==> src/rtl/apb_uart_pkg.sv <==
// Shared definitions for the APB UART receiver: register offsets, STATUS bit
// positions and receive FSM state encodings.
// Latency: n/a (definitions only). Backpressure: n/a.
// Ports: none.
package apb_uart_pkg;

  // Register offsets, decoded from PADDR[0]
  localparam logic UART_REG_DATA   = 1'b0;
  localparam logic UART_REG_STATUS = 1'b1;

  // STATUS register bit indices
  localparam int ST_NOT_EMPTY = 0;
  localparam int ST_FULL      = 1;
  localparam int ST_OVERRUN   = 2;
  localparam int ST_FRAME_ERR = 3;

  typedef enum logic [1:0] {
    RX_IDLE  = 2'd0,
    RX_START = 2'd1,
    RX_DATA  = 2'd2,
    RX_STOP  = 2'd3
  } rx_state_e;

endpackage

==> src/rtl/uart_rx_core.sv <==
// 8N1 deserialiser: synchroniser, edge detect, bit-timing FSM.
// Latency: valid_o pulses in the stop-bit sample cycle (~2 + CLKS_PER_BIT/2 + 9*CLKS_PER_BIT after the start edge).
// Backpressure: none; downstream must accept every valid_o/frame_err_o pulse.
// Ports: clk_i, rst_i (async, active-high), rx_i (async serial in),
//        data_o (received byte), valid_o (1-cycle good byte), frame_err_o (1-cycle bad stop bit).
module uart_rx_core
  import apb_uart_pkg::*;
#(
  parameter int CLKS_PER_BIT = 434
) (
  input  logic       clk_i,
  input  logic       rst_i,
  input  logic       rx_i,
  output logic [7:0] data_o,
  output logic       valid_o,
  output logic       frame_err_o
);

  localparam int CNT_W = $clog2(CLKS_PER_BIT);
  localparam logic [CNT_W-1:0] HALF_BIT = CNT_W'(CLKS_PER_BIT / 2);
  localparam logic [CNT_W-1:0] FULL_BIT = CNT_W'(CLKS_PER_BIT - 1);

  logic            sync1_q, sync2_q, dly_q;
  rx_state_e       state_q, state_d;
  logic [CNT_W-1:0] cnt_q, cnt_d;
  logic [2:0]      bit_q, bit_d;
  logic [7:0]      shift_q, shift_d;
  logic            fall;

  always_ff @(posedge clk_i or posedge rst_i) begin
    if (rst_i) begin
      sync1_q <= 1'b1;
      sync2_q <= 1'b1;
      dly_q   <= 1'b1;
      state_q <= RX_IDLE;
      cnt_q   <= '0;
      bit_q   <= '0;
      shift_q <= '0;
    end else begin
      sync1_q <= rx_i;
      sync2_q <= sync1_q;
      dly_q   <= sync2_q;
      state_q <= state_d;
      cnt_q   <= cnt_d;
      bit_q   <= bit_d;
      shift_q <= shift_d;
    end
  end

  // Edge rather than level: a line held low after a break cannot retrigger.
  assign fall = dly_q & ~sync2_q;

  always_comb begin
    state_d     = state_q;
    cnt_d       = cnt_q;
    bit_d       = bit_q;
    shift_d     = shift_q;
    valid_o     = 1'b0;
    frame_err_o = 1'b0;
    case (state_q)
      RX_IDLE: begin
        if (fall) begin
          cnt_d   = HALF_BIT;
          state_d = RX_START;
        end
      end
      RX_START: begin
        if (cnt_q == '0) begin
          if (!sync2_q) begin
            cnt_d   = FULL_BIT;
            bit_d   = '0;
            state_d = RX_DATA;
          end else begin
            state_d = RX_IDLE;  // glitch, not a real start bit
          end
        end else begin
          cnt_d = cnt_q - 1'b1;
        end
      end
      RX_DATA: begin
        if (cnt_q == '0) begin
          shift_d = {sync2_q, shift_q[7:1]};  // LSB arrives first
          cnt_d   = FULL_BIT;
          if (bit_q == 3'd7) state_d = RX_STOP;
          else               bit_d   = bit_q + 3'd1;
        end else begin
          cnt_d = cnt_q - 1'b1;
        end
      end
      RX_STOP: begin
        if (cnt_q == '0) begin
          valid_o     = sync2_q;
          frame_err_o = ~sync2_q;
          state_d     = RX_IDLE;
        end else begin
          cnt_d = cnt_q - 1'b1;
        end
      end
      default: state_d = RX_IDLE;
    endcase
  end

  assign data_o = shift_q;

endmodule

==> src/rtl/apb_uart_rx.sv <==
// APB UART receiver: uart_rx_core feeding a small byte FIFO, DATA/STATUS registers.
// Latency: byte readable one cycle after the stop-bit sample; APB has zero wait states.
// Backpressure: none on the wire; a push into a full FIFO is dropped and flags overrun.
// Ports: clk, reset (async, active-high), APB slave S_* (only PADDR[0] decoded), rx_wire.
module apb_uart_rx
  import apb_uart_pkg::*;
#(
  parameter int BUS_WIDTH    = 16,
  parameter int CLKS_PER_BIT = 434,
  parameter int FIFO_DEPTH   = 4
) (
  input  logic                 clk,
  input  logic                 reset,
  input  logic [BUS_WIDTH-1:0] S_PADDR,
  input  logic                 S_PWRITE,
  input  logic                 S_PSELx,
  input  logic                 S_PENABLE,
  input  logic [BUS_WIDTH-1:0] S_PWDATA,
  output logic [BUS_WIDTH-1:0] S_PRDATA,
  output logic                 S_PREADY,
  input  logic                 rx_wire
);

  localparam int AW = $clog2(FIFO_DEPTH);

  logic [7:0]  rx_byte;
  logic        rx_vld, rx_ferr;
  logic [7:0]  fifo_mem [FIFO_DEPTH];
  logic [AW:0] wr_ptr_q, wr_ptr_d, rd_ptr_q, rd_ptr_d;
  logic        overrun_q, overrun_d, frame_err_q, frame_err_d;
  logic        empty, full, apb_access, data_sel, pop, push, st_clr;
  logic        unused_bits;

  uart_rx_core #(.CLKS_PER_BIT(CLKS_PER_BIT)) u_core (
    .clk_i       (clk),
    .rst_i       (reset),
    .rx_i        (rx_wire),
    .data_o      (rx_byte),
    .valid_o     (rx_vld),
    .frame_err_o (rx_ferr)
  );

  // Extra pointer MSB distinguishes full from empty when the indices match.
  assign empty = (wr_ptr_q == rd_ptr_q);
  assign full  = (wr_ptr_q[AW] != rd_ptr_q[AW]) && (wr_ptr_q[AW-1:0] == rd_ptr_q[AW-1:0]);

  assign S_PREADY   = S_PSELx & S_PENABLE;
  assign apb_access = S_PSELx & S_PENABLE;
  assign data_sel   = (S_PADDR[0] == UART_REG_DATA);
  assign pop        = apb_access & ~S_PWRITE & data_sel & ~empty;
  // A simultaneous pop frees the slot, so a full FIFO still accepts the push.
  assign push       = rx_vld & (~full | pop);
  assign st_clr     = apb_access & S_PWRITE & (S_PADDR[0] == UART_REG_STATUS);

  always_comb begin
    wr_ptr_d = wr_ptr_q;
    rd_ptr_d = rd_ptr_q;
    if (push) wr_ptr_d = wr_ptr_q + 1'b1;
    if (pop)  rd_ptr_d = rd_ptr_q + 1'b1;
    // Set has priority over a W1C in the same cycle.
    overrun_d   = (rx_vld & full & ~pop) | (overrun_q & ~(st_clr & S_PWDATA[ST_OVERRUN]));
    frame_err_d = rx_ferr | (frame_err_q & ~(st_clr & S_PWDATA[ST_FRAME_ERR]));
  end

  always_ff @(posedge clk or posedge reset) begin
    if (reset) begin
      wr_ptr_q    <= '0;
      rd_ptr_q    <= '0;
      overrun_q   <= 1'b0;
      frame_err_q <= 1'b0;
    end else begin
      wr_ptr_q    <= wr_ptr_d;
      rd_ptr_q    <= rd_ptr_d;
      overrun_q   <= overrun_d;
      frame_err_q <= frame_err_d;
    end
  end

  // Storage needs no reset: the pointers define which entries are valid.
  always_ff @(posedge clk) begin
    if (push) fifo_mem[wr_ptr_q[AW-1:0]] <= rx_byte;
  end

  always_comb begin
    S_PRDATA = '0;
    if (S_PSELx) begin
      if (data_sel) begin
        if (!empty) S_PRDATA[7:0] = fifo_mem[rd_ptr_q[AW-1:0]];
      end else begin
        S_PRDATA[ST_NOT_EMPTY] = ~empty;
        S_PRDATA[ST_FULL]      = full;
        S_PRDATA[ST_OVERRUN]   = overrun_q;
        S_PRDATA[ST_FRAME_ERR] = frame_err_q;
      end
    end
  end

  assign unused_bits = ^{S_PADDR[BUS_WIDTH-1:1], S_PWDATA[BUS_WIDTH-1:4], S_PWDATA[1:0]};

endmodule

==> config.mk <==
export PLATFORM = sky130hd
export DESIGN_NAME = apb_uart_rx
export DESIGN_NICKNAME = d
export VERILOG_FILES = /design/src/rtl/apb_uart_pkg.sv /design/src/rtl/uart_rx_core.sv /design/src/rtl/apb_uart_rx.sv
export SDC_FILE = /design/constraint.sdc
export NUM_CORES = 1
export LEC_CHECK = 0
export CORE_MARGIN = 2
export CORE_UTILIZATION = 55
export CTS_BUF_LIST = sky130_fd_sc_hd__clkbuf_4
export CTS_CLUSTER_DIAMETER = 50
export DETAILED_ROUTE_END_ITERATION = 12
export PLACE_DENSITY = 0.82
export SLEW_MARGIN = 0
export SYNTH_ARGS = -nofsm -noshare
export SYNTH_HDL_FRONTEND = slang
export SYNTH_SLANG_ARGS = --single-unit
==> constraint.sdc <==
create_clock -name clk -period 2.9 [get_ports clk]
set_input_delay 0.58 -clock clk [delete_from_list [all_inputs] [get_ports clk]]
set_output_delay 0.58 -clock clk [all_outputs]
set_load 0.01 [all_outputs]
# After elaboration in Yosys (flattened, before gate mapping)
# Memory sizes are Yosys's and may differ from the RTL's.
# Index checks and enable logic that the tools add are counted.
# word_totals
reg_bits	33
output_inout_bits	17
word_cells	93
latch_bits	0
memories	1
input_bits	38
rom_bits	0
ramBits	32
# op_classes
reduce_logical	8
muxes	28
n_eq_ne	16
magnitude_cmp	0
n_addsub	4
n_div	0
bitwise	25
n_mul	0
shifts	0
# mem_list
memory	depth	width	rd	rd_ports_with_merged_regs	wr	line_no	source
fifo_mem	4	8	1	0	1	apb_uart_rx.sv:28	logic [7:0] fifo_mem [FIFO_DEPTH];
# ops
operator	n
$mux 9	5
$pmux 9 s4	1
$mux 8	2
$and 1x1->1	14
$mux 2	6
$mux 3	4
$ne 2x1->1 const B	5
$reduce_and 5->1	2
$add 3x1->3 const B	3
$logic_not 9->1	1
$sub 9x1->9 const B	1
$mux 4	2
$not 1->1	8
$pmux 2 s4	1
$mux 1	6
$ne 2x2->1 const B	3
$pmux 3 s2	1
$eq 2x2->1 const B	2
$eq 3x3->1	1
$eq 3x3->1 const B	1
$ne 3x3->1 const B	1
$or 1x1->1	3
$reduce_and 3->1	1
$eq 2x1->1 const B	1
other kinds (6)	6

# Logic depth before layout (Yosys ltp)
# Gate-level depths: netlist (run 1).
# logic_depth
ltp_word	8
mapped_depth	7
ltp_nobuf	6

# Cells and area by module
# From an unflattened synthesis (run 1), not the netlist that was laid out.
# hier_totals
hier_cells	243
hier_area_um2	3224.3
# modules_own_cells
module	cells_per_inst	n_inst	area_per_inst_um2	seq_area_each_um2
apb_uart_rx	109	1	1820.5	1161.1
uart_rx_core	134	1	1403.8	629.4

# Worst setup path before layout (run 1)
# Ideal clock, no wire load.
# synth_timing
path_kind	reg2reg
start	register u_core.cnt_q[0]
end	memory fifo_mem[3][0], enable pin
arrival_ns	1.890
path_slack_ns	0.670
setup_time_ns	0.339
period_less_slack_ns	2.230
path_stages_with_launch	7
path_cell_list	dfrtp_1 -> inv_1 -> ha_1 -> or4b_1 -> buf_2 -> nor3_1 -> and3_1
# synth_via
elab_chain_cells	6
# synth_lines
element	line_no	source
from (decl)	uart_rx_core.sv:25	logic [CNT_W-1:0] cnt_q, cnt_d;
from (signal assigned)	uart_rx_core.sv:44	cnt_q <= cnt_d;
$logic_not 9->1	uart_rx_core.sv:91	if (cnt_q == '0) begin
$mux 1	uart_rx_core.sv:91	
$mux 1	uart_rx_core.sv:60	case (state_q)
$and 1x1->1	apb_uart_rx.sv:52	assign push = rx_vld & (~full | pop);
$mux 1	apb_uart_rx.sv:81	if (push) fifo_mem[wr_ptr_q[AW-1:0]] <= rx_byte;
$mux 1 (not written as such)	apb_uart_rx.sv:81	
to (decl)	apb_uart_rx.sv:28	
# No other way between the ends.

# Final worst setup path (run 1)
# layout_timing
start	register wr_ptr_q[1]
end	output S_PRDATA[4]
# layout_via
elab_chain_cells	4
# layout_lines
element	line_no	source
from (decl)	apb_uart_rx.sv:29	logic [AW:0] wr_ptr_q, wr_ptr_d, rd_ptr_q, rd_ptr_d;
from (signal assigned)	apb_uart_rx.sv:72	wr_ptr_q <= wr_ptr_d;
$eq 3x3->1	apb_uart_rx.sv:44	assign empty = (wr_ptr_q == rd_ptr_q);
$mux 8	apb_uart_rx.sv:88	if (!empty) S_PRDATA[7:0] = fifo_mem[rd_ptr_q[AW-1:0]];
$mux 4	apb_uart_rx.sv:87	if (data_sel) begin
$mux 8	apb_uart_rx.sv:86	if (S_PSELx) begin
to (decl)	apb_uart_rx.sv:19	output logic [BUS_WIDTH-1:0] S_PRDATA,
# No other way between the ends.

==> results.json, run 1 <==
{
  "rsz0062_at_grt": "no",
  "final-setup-viol-count": 0,
  "max_cap_viol_count": 0,
  "finalHoldViolations": 0,
  "first_pass_iters": 4,
  "drt-total-wl_um": 5790,
  "layout_commonest_cell": "edfxtp_1",
  "portBuffers": 17,
  "critPathTopFamily": "simple AND/OR/NAND/NOR gates",
  "ys_types": 59,
  "dieArea_mm2": 0.00644,
  "grt.total_usage_pct": 20.5,
  "fin_util_pct": 64.4,
  "min-delay-path-class": "flop to flop",
  "drc_errors": 0,
  "switching_power_mw": 1.16,
  "arrival_ps": 2220,
  "dieHeight_um": 80.3,
  "synth.cell_area_mm2": 0.00320,
  "startpoint_type": "flop",
  "path_buf_inv": 1,
  "seq_power_share_pct": 37.5,
  "crit_path_max_incr_delay_ps": 480,
  "insertion_delay_ps": 400,
  "area_delta_synth_final_pct": 12.2,
  "async_flop_share_pct": 50.8,
  "synth_seq_cells": 65,
  "clock-root-buffer": "clkbuf_4",
  "die_x_um": 80.3,
  "status": "finished clean",
  "num_io_pins": 55,
  "routed-via-count": 2040,
  "yosysWarningCount": 0,
  "detail-route-antenna-nets": 0,
  "place.gp.congestion": 0.878,
  "critPathMaxFanout": 5,
  "post-route-period-util_pct": 96.7,
  "totalNegativeSetupSlack_ps": 0,
  "cts_tree": "done",
  "r2r_slack_ps": 230,
  "grt_pass1_wl_um": 9920,
  "core-area_mm2": 0.00557,
  "grt_max_degree": 34,
  "ctsHtreeMaxLevel": 3,
  "grt_antenna_before_repair": 0,
  "drive_above_1_share_pct": 17.0,
  "cts_buffer_depth": 2,
  "final_cell_mix": "edfxtp_1 (32), dfrtp_1 (30), clkdlybuf4s50_1 (17), nand2_1 (14)",
  "synth_seq_area_share_pct": 56.0,
  "ctsHoldBuffers": 0,
  "cts.sinks": 65,
  "synth_edf_count": 32,
  "p_per_area_mw_per_mm2": 897,
  "initial_core_util_pct": 57.4,
  "peakVddDrop_mv": 0.634,
  "drt_iter0_drc": 176,
  "diodes": 0,
  "cp_slowest_cell": "clkdlybuf4s50_1",
  "grt_pass1_vias": 2056,
  "cts_resized": 0,
  "leakage_nw": 1.43,
  "cp-end-kind": "primary output",
  "clock.fmax_mhz": 357,
  "critPathRequiredTime_ps": 2320,
  "clkSlewWorstSetupHoldPaths_ps": 100,
  "place_inst": 333,
  "period_needed_ps": 2800,
  "num_rows": 27,
  "drt-vias-per-instance": 5.86,
  "clock_skew_ps": 5.04,
  "wl_per_cell_um": 16.6,
  "cts_buffers": 9,
  "syn_inst": 245,
  "synth.avg_cell_area_um2": 13.1,
  "p_sw_share_pct": 36.2,
  "stdcell_count": 348,
  "share_comb_of_total_power_pct": 42.1,
  "path_class": "flop to primary output",
  "intPower_mw": 2.06,
  "path_cells": "xnor2_1, nand3_1, nand3b_1, nor2b_1, clkdlybuf4s50_1",
  "fin_nets": 323,
  "power_frac_clock_pct": 20.4,
  "tightest_slew_ps": 727,
  "synth-main-ff-cell": "edfxtp_1",
  "overflow": 0,
  "slew_violations": 0,
  "place_area_mm2": 0.00344,
  "slew-limit-headroom_pct": 51.4,
  "post_cts_buffers": 0,
  "dp_hpwl_um": 4150,
  "design_area_mm2": 0.00359
}
power by group through the flow:
| stage | logic [mW] | clock network [mW] | registers (mW) |
|---|---|---|---|
| 6_report | 1.36 | 0.655 | 1.21 |
| 5_1_grt | 1.50 | 0.713 | 1.23 |
| 4_1_cts | 1.35 | 0.673 | 1.20 |
| 3_5_place_dp | 1.34 | 0 | 1.22 |
| 3_3_place_gp | 1.31 | 0 | 1.22 |
| 2_1_floorplan | 1.04 | 0 | 1.19 |
logic make-up (layout without fill, tap and decap cells):
| group | count (synthesis) | count (layout) | synth area share, % |
|---|---|---|---|
| other | 1 | 8 | 0.117 |
| XOR/XNOR | 7 | 7 | 1.92 |
| buffers and inverters | 29 | 53 | 4.93 |
| AND/OR/NAND/NOR | 65 | 65 | 11.7 |
| multiplexers | 19 | 19 | 9.43 |
| adder cells (fa/ha/maj) | 13 | 13 | 5.08 |
| AO/OA/AOI/OAI | 46 | 46 | 10.8 |
| flip-flops | 65 | 65 | 56.0 |
worst register-to-register path: stages (launching register included):
cell,delay [ps]
dfrtp_1,420
inv_1,110
ha_1,210
or4b_1,570
nor3_1,460
and3_1,550
flip-flops by register name (all words and copies together) (netlist names), named ones only:
signal          cells
fifo_mem           32
frame_err_q         1
overrun_q           1
rd_ptr_q            3
u_core.bit_q        3
u_core.cnt_q        9
u_core.data_o       8
u_core.dly_q        1
u_core.state_q      1
u_core.sync1_q      1
u_core.sync2_q      1
wr_ptr_q            3
worst paths after layout:
path / endpoint / startpoint / cells past startpoint
worst max-delay path: S_PRDATA[4] / wr_ptr_q[1] / 5
worst min-delay path: u_core.sync2_q / u_core.sync1_q / 0
worst max register to register: fifo_mem[3][5] / u_core.cnt_q[0] / 5
worst min register to register: u_core.sync2_q / u_core.sync1_q / 0
max in group asynchronous: u_core.dly_q / reset / 3
min in group asynchronous: u_core.bit_q[0] / reset / 3
synth_stat cells (3+ instances only):
cell type,instances,area share [%]
nand3_1,5,0.78
mux2_2,9,3.2
inv_1,13,1.5
a31oi_1,3,0.59
a21boi_0,3,0.70
clkbuf_1,3,0.35
dfrtp_1,30,23
buf_2,3,0.47
a2bb2oi_1,4,1.1
nor2b_1,6,1.2
edfxtp_1,32,30
ha_1,13,5.1
nor3_1,4,0.63
nand2_1,14,1.6
mux4_2,8,5.6
a22o_1,3,0.82
a32o_1,3,0.94
nand3b_1,4,0.94
nor2_1,11,1.3
dfstp_2,3,2.5
a21o_1,4,0.94
xnor2_1,5,1.4
and3_1,5,0.98
a21oi_1,9,1.4
buf_4,8,1.9
per-stage QoR:
step	power [mW]	hold slack [ps]	setup slack [ps]
floorplan	2.23	345	670
global placement	2.53	347	259
detailed placement	2.57	349	191
CTS	3.22	365	57.5
global route	3.44	372	3.14
finish	3.22	363	96.5
layout make-up:
type                    instances  area (um^2)
well taps                      72         90.1
inverters                      13         48.8
clock inverters                 6         83.8
clock buffers                   9         67.6
multi-input cells             158         1280
fillers                       400         1990
flip-flops and latches         65         1790
repair buffers                 25          230
layer usage:
layer / vias to the layer above / track usage, % / part of all wire, %
met4: 0 / 6.95 / 1.4
met2: 62 / 33.3 / 48
met1: 1006 / 26.5 / 44
met5: - / 0 / 0
li1: 961 / - / -
met3: 11 / 5.84 / 6.0
(Power assumes the default switching activity.)
==> run 2: changes to the inputs <==
Settings changed: CORE_MARGIN 2 to unset.
==> run 2 against run 1 <==
Highest routed layer unchanged; first-iteration DRC count is 23% lower; maximum frequency hardly changed; sequential cell count stayed put; register-to-register slack hardly changed; clock power is 20% lower; critical path depth stayed put; largest power group unchanged; critical endpoint is now S_PRDATA[3]; sequential share of layout area is 0.17 points higher.
==> results.json, run 2 (synthesis results as in run 1) <==
{
  "critPathCapture": "S_PRDATA[3]",
  "status": "finished clean",
  "leakage_nw": 1.42,
  "path_class": "flop to primary output",
  "cts_buffers": 9,
  "startpoint_type": "flop",
  "clkSlewWorstSetupHoldPaths_ps": 110,
  "layout_commonest_cell": "edfxtp_1",
  "grt_pass1_wl_um": 9890,
  "overflow": 0,
  "min-delay-path-class": "flop to flop",
  "drc_errors": 0,
  "cts_buffer_depth": 2,
  "final-setup-viol-count": 0,
  "post_cts_buffers": 0,
  "finalHoldViolations": 0,
  "routed-via-count": 2056,
  "clock.fmax_mhz": 357,
  "portBuffers": 17,
  "slew-limit-headroom_pct": 53.1,
  "max_cap_viol_count": 0,
  "finalPower_mw": 3.11,
  "largest_reg_flops": 32,
  "dp_hpwl_um": 4130,
  "place.gp.congestion": 0.881,
  "cts_tree": "done",
  "tightest_slew_ps": 701,
  "grt_pass1_vias": 2048,
  "clock-root-buffer": "clkbuf_4",
  "detail-route-antenna-nets": 0,
  "arrival_ps": 2220,
  "crit_start": "rd_ptr_q[0]",
  "timing.hold.ws_ps": 367,
  "cp-end-kind": "primary output",
  "rr_startpoint": "u_core.cnt_q[0]",
  "clock_skew_ps": 17.6,
  "diodes": 0,
  "peakVddDrop_mv": 0.503,
  "reg2reg_depth": 5,
  "drt-vias-per-instance": 5.89,
  "fin_nets": 323,
  "ctsHoldBuffers": 0,
  "initial_core_util_pct": 57.7,
  "drt_iter0_drc": 135,
  "grt_max_degree": 34,
  "first_pass_iters": 4,
  "drt-total-wl_um": 5800,
  "wl_per_cell_um": 16.6,
  "dieArea_mm2": 0.00613,
  "critPathRequiredTime_ps": 2320,
  "area_delta_synth_final_pct": 11.8,
  "slew_violations": 0,
  "dieHeight_um": 78.3,
  "reg2reg_to": "fifo_mem[3][2]",
  "ctsHtreeMaxLevel": 3,
  "final_cell_mix": "edfxtp_1 (32), dfrtp_1 (30), clkdlybuf4s50_1 (17), nand2_1 (14)",
  "die_x_um": 78.3,
  "cts.sinks": 65,
  "grt.total_usage_pct": 21.8,
  "core-area_mm2": 0.00554,
  "grt_antenna_before_repair": 0,
  "r2r_slack_ps": 240,
  "insertion_delay_ps": 420,
  "critPathMaxFanout": 5,
  "drive_above_1_share_pct": 18.1,
  "post-route-period-util_pct": 96.6,
  "num_io_pins": 55,
  "period_needed_ps": 2800,
  "num_rows": 27,
  "p_per_area_mw_per_mm2": 870
}
run 2: cell count changes in the layout (fill, tap and decap cells not counted), moves of 2 or more:
cell       previous run  this run
inv_6                 0         2
xnor2_2               0         2
bufinv_16             2         0
xnor2_1               5         3
run 2: routing by layer:
layer	vias to the layer above	GRT usage [%]	routed length (um)
li1	966	-	-
met1	1014	26.3	2460
met2	63	36.2	2930
met3	13	6.98	310
met4	0	9.07	101
met5	-	0	0
run 2: critical path, stage by stage (launching register included):
cell,delay [ps]
dfrtp_1,460
buf_6,170
mux4_2,520
nand3b_1,100
a21boi_0,80
clkdlybuf4s50_1,480
run 2: worst min-delay path by stage:
stage	start	endpoint	slack [ps]	cells after the start
after floorplan	u_core.sync1_q	u_core.sync2_q	350	0
after global placement	u_core.sync1_q	u_core.sync2_q	350	0
after detailed placement	u_core.sync1_q	u_core.sync2_q	350	0
after CTS	u_core.sync1_q	u_core.sync2_q	370	0
after global routing	u_core.sync1_q	u_core.sync2_q	380	0
final	u_core.sync1_q	u_core.sync2_q	370	0
run 2: area by class of cell:
| cell class | instances | area (um^2) |
|---|---|---|
| Timing Repair Buffer | 25 | 234 |
| Sequential cell | 65 | 1790 |
| Clock inverter | 7 | 52.6 |
| Tap cell | 72 | 90.1 |
| Multi-Input combinational cell | 158 | 1290 |
| Inverter | 13 | 48.8 |
| Fill cell | 430 | 1960 |
| Clock buffer | 9 | 67.6 |
run 2: per-stage QoR:
stage | TNS, ps | instances | instance area [um^2] | setup slack (ps) | utilization (%)
global route | -38.8 | 349 | 3580 | -14.7 | 64.5
detailed placement | 0 | 333 | 3440 | 155 | 62.0
global placement | 0 | 333 | 3440 | 204 | 62.0
floorplan | 0 | 252 | 3230 | 670 | -
finish | 0 | 349 | 3580 | 98.7 | 64.5
CTS | 0 | 349 | 3560 | 58.2 | 64.2
run 2: report_power, final:
| group | internal (mW) | switching (mW) | total (mW) |
|---|---|---|---|
| Sequential | 1.08 | 0.139 | 1.22 |
| Combinational | 0.650 | 0.721 | 1.37 |
| Clock | 0.179 | 0.341 | 0.521 |
run 2: what timing repair did:
action	in CTS	in global routing
gates resized for setup	0	3
endpoints found under the setup margin	0	4
endpoints found under the hold margin	0	0
==> run 3: changes to the inputs <==
Settings changed: CORE_UTILIZATION 55 to 59, PLACE_DENSITY 0.82 to 0.88, SLEW_MARGIN 0 to 20.
Clock period 2.9 ns to 3.6 ns, I/O delays scaled along.
==> run 3 against run 2 <==
Critical path type unchanged; highest routed layer unchanged; routed wire length decreased by 2.2%; critical path depth did not move; critical endpoint is now S_PRDATA[5]; largest power group unchanged; global-route usage is 0.81 points higher; sequential cell count is the same; final area down 1.3%; clock skew is 9.0 ps lower; sequential share of layout area increased by 0.67 points; power down 20%.
==> results.json, run 3 (synthesis results as in run 1) <==
{
  "arrival_ps": 2420,
  "dieArea_mm2": 0.00572,
  "min-delay-path-class": "flop to flop",
  "reg2reg_depth": 5,
  "cts_resized": 0,
  "num_rows": 26,
  "place.gp.congestion": 0.893,
  "fill_cells": 353,
  "path_class": "flop to primary output",
  "wl_per_cell_um": 16.6,
  "ctsHoldBuffers": 0,
  "peakVddDrop_mv": 0.491,
  "startpoint_type": "flop",
  "detail-route-antenna-nets": 0,
  "switching_power_mw": 0.933,
  "cp-end-kind": "primary output",
  "critPathCapture": "S_PRDATA[5]",
  "drive_above_1_share_pct": 15.5,
  "portBuffers": 17,
  "path_depth": 5,
  "num_io_pins": 55,
  "cts_buffers": 9,
  "initial_core_util_pct": 61.9,
  "drt-total-wl_um": 5670,
  "slew-limit-headroom_pct": 49.6,
  "critPathRequiredTime_ps": 2880,
  "intPower_mw": 1.56,
  "cts.sinks": 65,
  "area_delta_synth_final_pct": 10.3,
  "seq_power_share_pct": 39.5,
  "crit_path_max_incr_delay_ps": 580,
  "p_sw_share_pct": 37.5,
  "drt-vias-per-instance": 5.93,
  "share_comb_of_total_power_pct": 41.3,
  "path_cells": "xnor2_1, nand3_1, nand3b_1, nor2b_1, clkdlybuf4s50_1",
  "max_cap_viol_count": 0,
  "grt_max_degree": 34,
  "grt_pass1_vias": 1918,
  "die_x_um": 75.6,
  "clock.fmax_mhz": 318,
  "finalPower_mw": 2.49,
  "finalHoldViolations": 0,
  "final_cell_mix": "edfxtp_1 (32), dfrtp_1 (30), clkdlybuf4s50_1 (17), nand2_1 (14)",
  "drc_errors": 0,
  "tightest_slew_ps": 750,
  "path_buf_inv": 1,
  "cts_tree": "done",
  "insertion_delay_ps": 420,
  "clock-root-buffer": "clkbuf_4",
  "power_frac_clock_pct": 19.2,
  "place_inst": 325,
  "slew_violations": 0,
  "rsz0062_at_grt": "no",
  "post_cts_buffers": 0,
  "layout_commonest_cell": "edfxtp_1",
  "dp_hpwl_um": 4040,
  "critPathMaxFanout": 11,
  "leakage_nw": 1.40,
  "fin_nets": 317,
  "grt_antenna_before_repair": 0,
  "first_pass_iters": 4,
  "period_needed_ps": 3140,
  "ctsHtreeMaxLevel": 3,
  "cts_buffer_depth": 2,
  "totalNegativeSetupSlack_ps": 0,
  "stdcell_count": 341,
  "core-area_mm2": 0.00517,
  "grt.total_usage_pct": 22.7,
  "status": "finished clean",
  "diodes": 0,
  "r2r_slack_ps": 900,
  "critPathTopFamily": "flip-flops",
  "p_per_area_mw_per_mm2": 705,
  "clkSlewWorstSetupHoldPaths_ps": 110,
  "crit_start": "rd_ptr_q[1]",
  "routed-via-count": 2023,
  "clock_skew_ps": 8.58,
  "final-setup-viol-count": 0,
  "cp_slowest_cell": "dfrtp_1",
  "post-route-period-util_pct": 87.3,
  "grt_pass1_wl_um": 9100,
  "drt_iter0_drc": 150,
  "largest_reg_flops": 32,
  "dieHeight_um": 75.6,
  "overflow": 0,
  "rr_startpoint": "u_core.cnt_q[0]",
  "reg2reg_to": "fifo_mem[3][1]"
}
## run 3: cell types whose count changed in the layout (fill, tap and decap cells not counted), moves of 2 or more
cell / before / now
buf_4: 7 / 2
inv_6: 2 / 0
xnor2_1: 3 / 5
xnor2_2: 2 / 0
## run 3: final cells by class
cell class              count  area, um^2  area share [%]
clock buffers               9        67.6            1.91
clock inverters             7        71.3            2.02
inverters                  13        48.8            1.38
multi-input cells         158        1280            36.2
flip-flops and latches     65        1790            50.7
well taps                  70        87.6            2.48
repair buffers             19         185            5.25
## run 3: metal layers
metal	global-route usage, %	wire [um]	vias up	share of wire (%)
li1	-	-	954	-
met2	38.1	2850	52	50
met3	5.69	271	13	4.8
met4	9.05	87	0	1.5
met1	28.3	2460	1004	43
met5	0	0	-	0
## run 3: power groups by stage
stage,Combinational [mW],Sequential (mW),Clock [mW]
global route,1.15,0.999,0.518
floorplan,0.841,0.955,0
finish,1.03,0.982,0.477
detailed placement,1.03,0.997,0
CTS,1.03,0.982,0.491
global placement,0.999,0.992,0
## run 3: worst min path at each step
stage	start	endpoint	slack, ps	depth (start not counted)
after CTS	u_core.sync1_q	u_core.sync2_q	370	0
final	u_core.sync1_q	u_core.sync2_q	360	0
after detailed placement	u_core.sync1_q	u_core.sync2_q	350	0
after floorplan	u_core.sync1_q	u_core.sync2_q	350	0
after global placement	u_core.sync1_q	u_core.sync2_q	350	0
after global routing	u_core.sync1_q	u_core.sync2_q	370	0
## run 3: per-stage QoR
stage	utilization, %	setup slack (ps)	hold WS (ps)	cell area (um^2)
final	68.2	458	365	3530
after detailed placement	65.5	596	350	3390
after CTS	68.2	426	367	3530
after floorplan	-	1370	345	3230
after global placement	65.5	592	346	3390
after global routing	68.2	235	372	3530
